## config.mk

```make
export PLATFORM = sky130hd
export DESIGN_NAME = shared_memory_arbiter
export DESIGN_NICKNAME = d
export VERILOG_FILES = /design/src/rtl/shared_memory_arbiter.sv
export SDC_FILE = /design/constraint.sdc
export NUM_CORES = 1
export LEC_CHECK = 0
export ABC_CLOCK_PERIOD_IN_PS = 9300
export CAP_MARGIN = 20
export CORE_AREA = 2 2 144 146
export CTS_CLUSTER_DIAMETER = 100
export DETAILED_ROUTE_END_ITERATION = 6
export DIE_AREA = 0 0 146 148
export PLACE_DENSITY_LB_ADDON = 0.15
export SYNTH_ARGS = -nofsm -noshare
export SYNTH_HDL_FRONTEND = slang
export SYNTH_SLANG_ARGS = --single-unit
```

## constraint.sdc

```tcl
create_clock -name clock -period 9.3 [get_ports clock]
set_input_delay 2.79 -clock clock [delete_from_list [all_inputs] [get_ports clock]]
set_output_delay 2.79 -clock clock [all_outputs]
set_load 0.05 [all_outputs]
```

## src/rtl/shared_memory_arbiter.sv

```systemverilog
// Shares one single-port memory between instruction and data requesters, one transaction at a time.
// Define ARBITER_ROUND_ROBIN_EN for alternating priority on contention; otherwise data always wins.
module shared_memory_arbiter #(
  parameter int DATA_WIDTH   = 32,
  parameter int ADDRESS_BITS = 32
) (
  input  logic                      clock,
  input  logic                      reset,
  input  logic                      i_mem_read,
  input  logic [ADDRESS_BITS-1:0]   i_mem_address_in,
  output logic                      i_mem_ready,
  output logic                      i_mem_valid,
  output logic [DATA_WIDTH-1:0]     i_mem_data_out,
  output logic [ADDRESS_BITS-1:0]   i_mem_address_out,
  input  logic                      d_mem_read,
  input  logic                      d_mem_write,
  input  logic [DATA_WIDTH/8-1:0]   d_mem_byte_en,
  input  logic [ADDRESS_BITS-1:0]   d_mem_address_in,
  input  logic [DATA_WIDTH-1:0]     d_mem_data_in,
  output logic                      d_mem_ready,
  output logic                      d_mem_valid,
  output logic [DATA_WIDTH-1:0]     d_mem_data_out,
  output logic [ADDRESS_BITS-1:0]   d_mem_address_out,
  output logic                      mem_read,
  output logic                      mem_write,
  output logic [DATA_WIDTH/8-1:0]   mem_byte_en,
  output logic [ADDRESS_BITS-1:0]   mem_address_out,
  output logic [DATA_WIDTH-1:0]     mem_data_out,
  input  logic                      mem_ready,
  input  logic                      mem_valid,
  input  logic [DATA_WIDTH-1:0]     mem_data_in,
  input  logic [ADDRESS_BITS-1:0]   mem_address_in
);

  typedef enum logic [1:0] {IDLE, I_BUSY, D_BUSY} state_t;

  state_t state;
  logic   last_grant;
  logic   i_req;
  logic   d_req;
  logic   pick_d;
  logic   grant_i;
  logic   grant_d;

  // last_grant: 0 = instruction channel, 1 = data channel
  always_comb begin
    i_req = i_mem_read;
    d_req = d_mem_read | d_mem_write;
`ifdef ARBITER_ROUND_ROBIN_EN
    pick_d = d_req && (!i_req || !last_grant);
`else
    pick_d = d_req;
`endif
    grant_d = (state == IDLE) && mem_ready && pick_d;
    grant_i = (state == IDLE) && mem_ready && i_req && !pick_d;
  end

  // With no request pending both readies follow mem_ready; otherwise only the winner sees it
  always_comb begin
    i_mem_ready = (state == IDLE) && mem_ready && !pick_d;
    d_mem_ready = (state == IDLE) && mem_ready && (pick_d || !i_req);
  end

  always_comb begin
    mem_read        = 1'b0;
    mem_write       = 1'b0;
    mem_byte_en     = '0;
    mem_address_out = '0;
    mem_data_out    = '0;
    if (grant_d) begin
      mem_read        = d_mem_read && !d_mem_write;
      mem_write       = d_mem_write;
      mem_byte_en     = d_mem_byte_en;
      mem_address_out = d_mem_address_in;
      mem_data_out    = d_mem_data_in;
    end else if (grant_i) begin
      mem_read        = 1'b1;
      mem_address_out = i_mem_address_in;
    end
  end

  always_ff @(posedge clock or posedge reset) begin
    if (reset) begin
      state             <= IDLE;
      last_grant        <= 1'b0;
      i_mem_valid       <= 1'b0;
      i_mem_data_out    <= '0;
      i_mem_address_out <= '0;
      d_mem_valid       <= 1'b0;
      d_mem_data_out    <= '0;
      d_mem_address_out <= '0;
    end else begin
      i_mem_valid <= 1'b0;
      d_mem_valid <= 1'b0;
      case (state)
        IDLE: begin
          if (grant_d) begin
            state      <= D_BUSY;
            last_grant <= 1'b1;
          end else if (grant_i) begin
            state      <= I_BUSY;
            last_grant <= 1'b0;
          end
        end
        I_BUSY: begin
          if (mem_valid) begin
            i_mem_data_out    <= mem_data_in;
            i_mem_address_out <= mem_address_in;
            i_mem_valid       <= 1'b1;
            state             <= IDLE;
          end
        end
        D_BUSY: begin
          if (mem_valid) begin
            d_mem_data_out    <= mem_data_in;
            d_mem_address_out <= mem_address_in;
            d_mem_valid       <= 1'b1;
            state             <= IDLE;
          end
        end
        default: state <= IDLE;
      endcase
    end
  end

endmodule

```

# Word level (Yosys, flattened, before mapping)
# Cells that the tools add are included.
# totals
ff_bits	132
latch_bits	0
ram_bits	0
mem_bits_ro	0
in_bits	171
output_inout_bits	202
elab_cells	42
n_memories	0
# op_classes
addsub	0
n_mul	0
div	0
order_cmp	0
eq_ne	4
shifts	0
mux	14
bitwise_logic	1
reduce_logical	16
# op_table
cell	count
$mux 32	3
$logic_and 1x1->1	7
$mux 1	6
$mux 2	3
$reduce_and 2->1	3
$mux 4	1
$pmux 2 s2	1
$logic_not 1->1	3
$ne 3x3->1 const B	1
$eq 2x1->1 const B	1
$eq 2x2->1 const B	1
$logic_not 2->1	1
$ne 2x1->1 const B	1
$reduce_or 2->1	1
$logic_or 1x1->1	1
$or 1x1->1	1

# Logic depth before layout (Yosys ltp)
# logic_depth
word_depth	7
mapped_depth	7
ltp_nobuf	5

# Worst setup path after synthesis
# OpenSTA, ideal clock, no wires.
# synth_timing
kind	in2out
startpoint	input d_mem_write
endpoint	output mem_address_out[10]
arrival_time_ps	4062
required_time_ps	6510
path_slack_ps	2448
stages	5
n_path_buf	2
path_cell_list	and4bb_4 > and2_4 > buf_6 > buf_6 > a22o_1
# synth_between
elab_chain_cells	5
word_cells_on_any_way	6
classes_between	mux (2); bitwise (1); reduce/logical (3)
# synth_lines
item	line_no	source
from (decl)	16	input logic d_mem_write,
$or 1x1->1 *	48	d_req = d_mem_read | d_mem_write;
$logic_not 1->1	55	grant_i = (state == IDLE) && mem_ready && i_req && !pick_d;
$logic_and 1x1->1	55	
$mux 32	76	end else if (grant_i) begin
$mux 32 *	70	if (grant_d) begin
to (decl)	27	output logic [ADDRESS_BITS-1:0] mem_address_out,
# Every way passes the cells marked *; elsewhere a longest branch is shown, timed or not.

# Worst setup path in the final report
# layout_timing
startpoint	input mem_ready
endpoint	output mem_address_out[25]
# layout_between
elab_chain_cells	5
word_cells_on_any_way	6
classes_between	mux (2); reduce/logical (4)
# layout_lines
item	line_no	source
from (decl)	29	input logic mem_ready,
$logic_and 1x1->1 *	54, 55	
$logic_and 1x1->1 (2 in series)	55	
$mux 32	76	
$mux 32 *	70	
# Marked as above.

==> impl_metrics.toml <==
[setup_path]
path_buf_inv = 3
crit_type = "primary input to primary output"
worstPathArrival_ns = 5.39
cp_top_family = "buffers and inverters"
start_kind = "primary input"
crit_path_max_fanout = 35
r2r_cells = 4
cp_slowest_stage_delay_ns = 0.81
crit_top_cell = "clkdlybuf4s50_1"
endpoint_kind = "primary output"
required_ns = 6.51
r2r-end = "d_mem_address_out[28]"
r2r-start = "state[0]"
reg2reg_slack_ns = 7.35
crit_chain = "clkdlybuf4s50_1 > o211a_2 > buf_4 > a22o_1 > clkdlybuf4s50_1"
slowest_stage = "clkdlybuf4s50_1"

[timing]
final.min_clock_period_ns = 8.18
relSlewSlack = 0.334
skew_ns = 0.00612
fmax_mhz = 122
finalHoldViolCount = 0
max_slew.worst_pin.slew_ns = 0.999
rsz0062_at_grt = "false"
final-max-slew-violation-count = 0
hold_ws_ns = 0.489
tns_ns = 0
period_share = 0.880
setup_viol = 0

[pwr]
peakVddDrop_mv = 0.213
powerDensity_nw_per_um2 = 392
p_leak_nw = 4.33

[grt]
grt_usage = 0.177
grt.overflow.total = 0
grt_pass1_wl_um = 29200
grt_pass1_vias = 4827
antenna_found_initial = 0
grt_max_degree = 75

[synth]
synthesis.nets = 553
synthArstFlopShare = 1.00
syn_inst = 379
synth_area_leaders = "dfrtp_1 59%, mux2_1 26%, a22o_1 5.0%"
ys.flop_type = "dfrtp_1"
avgSynthCellArea_um2 = 14.7
synth_edf_count = 0
synth_top_area_cell = "dfrtp_1"
netlist_top_cells_count = "132 x dfrtp_1, 128 x mux2_1, 36 x and2_1"
synth-seq-cells = 132
syn_area_um2 = 5560
synth.most_common_cell = "dfrtp_1"
synth_top_area_frac = 0.594
yosysWarnings = 0
synth_cell_type_count = 22
yosysSeqAreaShare = 0.594

[route]
drt-initial-drc-count = 117
vias_per_cell = 4.38
drc = 0
wire_per_inst_um = 18.8
final_antenna_net_count = 0
firstDrtPassIters = 4
dr_total_vias = 4512
drt-total-wl_um = 19400

[clock_tree]
h-tree-depth = 4
insertion_delay_ns = 0.41
cts_root_buffer = "clkbuf_16"
cts_sinks = 132
postCtsSetupBuffers = 0
clockBufferDepth = 2
path_clk_slew_ns = 0.06
cts_tree = "done"
cts_resized = 0
cts_buffers = 17
cts-hold-fix-buffers = 0

[final_layout]
nets = 921
diodes = 0
fill_cells = 1795
final-seq-area_um2 = 3300
multi_input_area_um2 = 2110
area_delta_synth_final_pct = 83.0
drive_above_1_share = 0.0540

[floorplanning]
die_h_um = 148
die_area_um2 = 21600
start_util = 0.277
rows = 52
fp.coreArea_um2 = 20000
ios = 373
die_w_um = 146

[status]
outcome = "finished, final reports clean"

[flow_run]
drv_cap = 0

[worst_hold_path]
worst_hold_path_type = "flop to flop"
hp-start = "d_mem_data_out[22]"
hold_path_end = "d_mem_data_out[22]"
worstHoldPathCells = 1

[placement]
place_hpwl_um = 14500
numPortBuffers = 372
globalplace.congestion = 0.924
-- metal layers --
layer,wire [µm],GRT usage,part of all wire,vias up
met5,0,0,0,-
met2,9700,0.296,0.50,196
met1,7860,0.216,0.41,2221
met4,265,0.0524,0.014,0
met3,1560,0.0614,0.080,19
li1,-,-,-,2076
-- stage by stage --
stage / power [mW] / setup slack (ns) / util / area [µm²] / std cells
6_report: 3.98 / 1.12 / 0.508 / 10200 / 1029
5_1_grt: 4.15 / 0.965 / 0.508 / 10200 / 1029
4_1_cts: 4.03 / 1.13 / 0.508 / 10200 / 1029
3_5_place_dp: 3.26 / 1.13 / 0.475 / 9510 / 998
3_3_place_gp: 3.23 / 1.25 / 0.475 / 9510 / 998
2_1_floorplan: 2.42 / 2.45 / - / 5560 / 379
-- cell families (layout without fill, tap and decap cells) --
group / after synthesis / in the layout / synth area share
flops: 132 / 132 / 0.594
mux: 128 / 128 / 0.259
fa+ha+maj: 3 / 3 / 0.00675
simple gates: 48 / 48 / 0.0529
compound gates: 38 / 38 / 0.0576
buf+inv: 30 / 410 / 0.0293
-- sequential cells by signal, indices dropped and copies added (netlist names) --
register and cells:
i_mem_address_out 32, state 2, i_mem_valid 1, d_mem_valid 1
i_mem_data_out 32, d_mem_address_out 32, d_mem_data_out 32
-- final cells by class --
cell class / count / share of cell area
multi-input cells: 217 / 0.207
flip-flops and latches: 132 / 0.325
repair buffers: 374 / 0.367
well taps: 270 / 0.0332
inverters: 5 / 0.00209
clock buffers: 20 / 0.0459
clock inverters: 11 / 0.0196
-- placed cells by master, fill, tap and decap left out, types with 2 or more instances in the layout --
cell / instances
a21oi_1: 2
a22o_1: 32
and2_1: 36
buf_4: 2
bufinv_16: 5
clkbuf_16: 17
clkbuf_8: 3
clkdlybuf4s50_1: 372
clkinv_4: 2
clkinvlp_4: 3
dfrtp_1: 132
ha_1: 3
inv_1: 2
inv_2: 2
mux2_1: 128
nand2_1: 3
nand2_4: 2
nor2_1: 2
-- worst max-delay path by stage --
stage,start,to,cells after the start
after global placement,d_mem_write,mem_address_out[30],5
after CTS,mem_ready,mem_address_out[25],5
final,mem_ready,mem_address_out[25],5
after floorplan,d_mem_write,mem_address_out[10],5
after detailed placement,mem_ready,mem_address_out[25],5
after global routing,mem_ready,mem_data_out[7],5
-- where the power goes --
group          internal, mW  total (mW)  switching, mW
Clock                 0.497       0.747          0.250
Combinational         0.775        2.25           1.48
Sequential            0.846       0.986          0.140
Total                  2.12        3.98           1.87
Power figures use the tool's default switching activity.
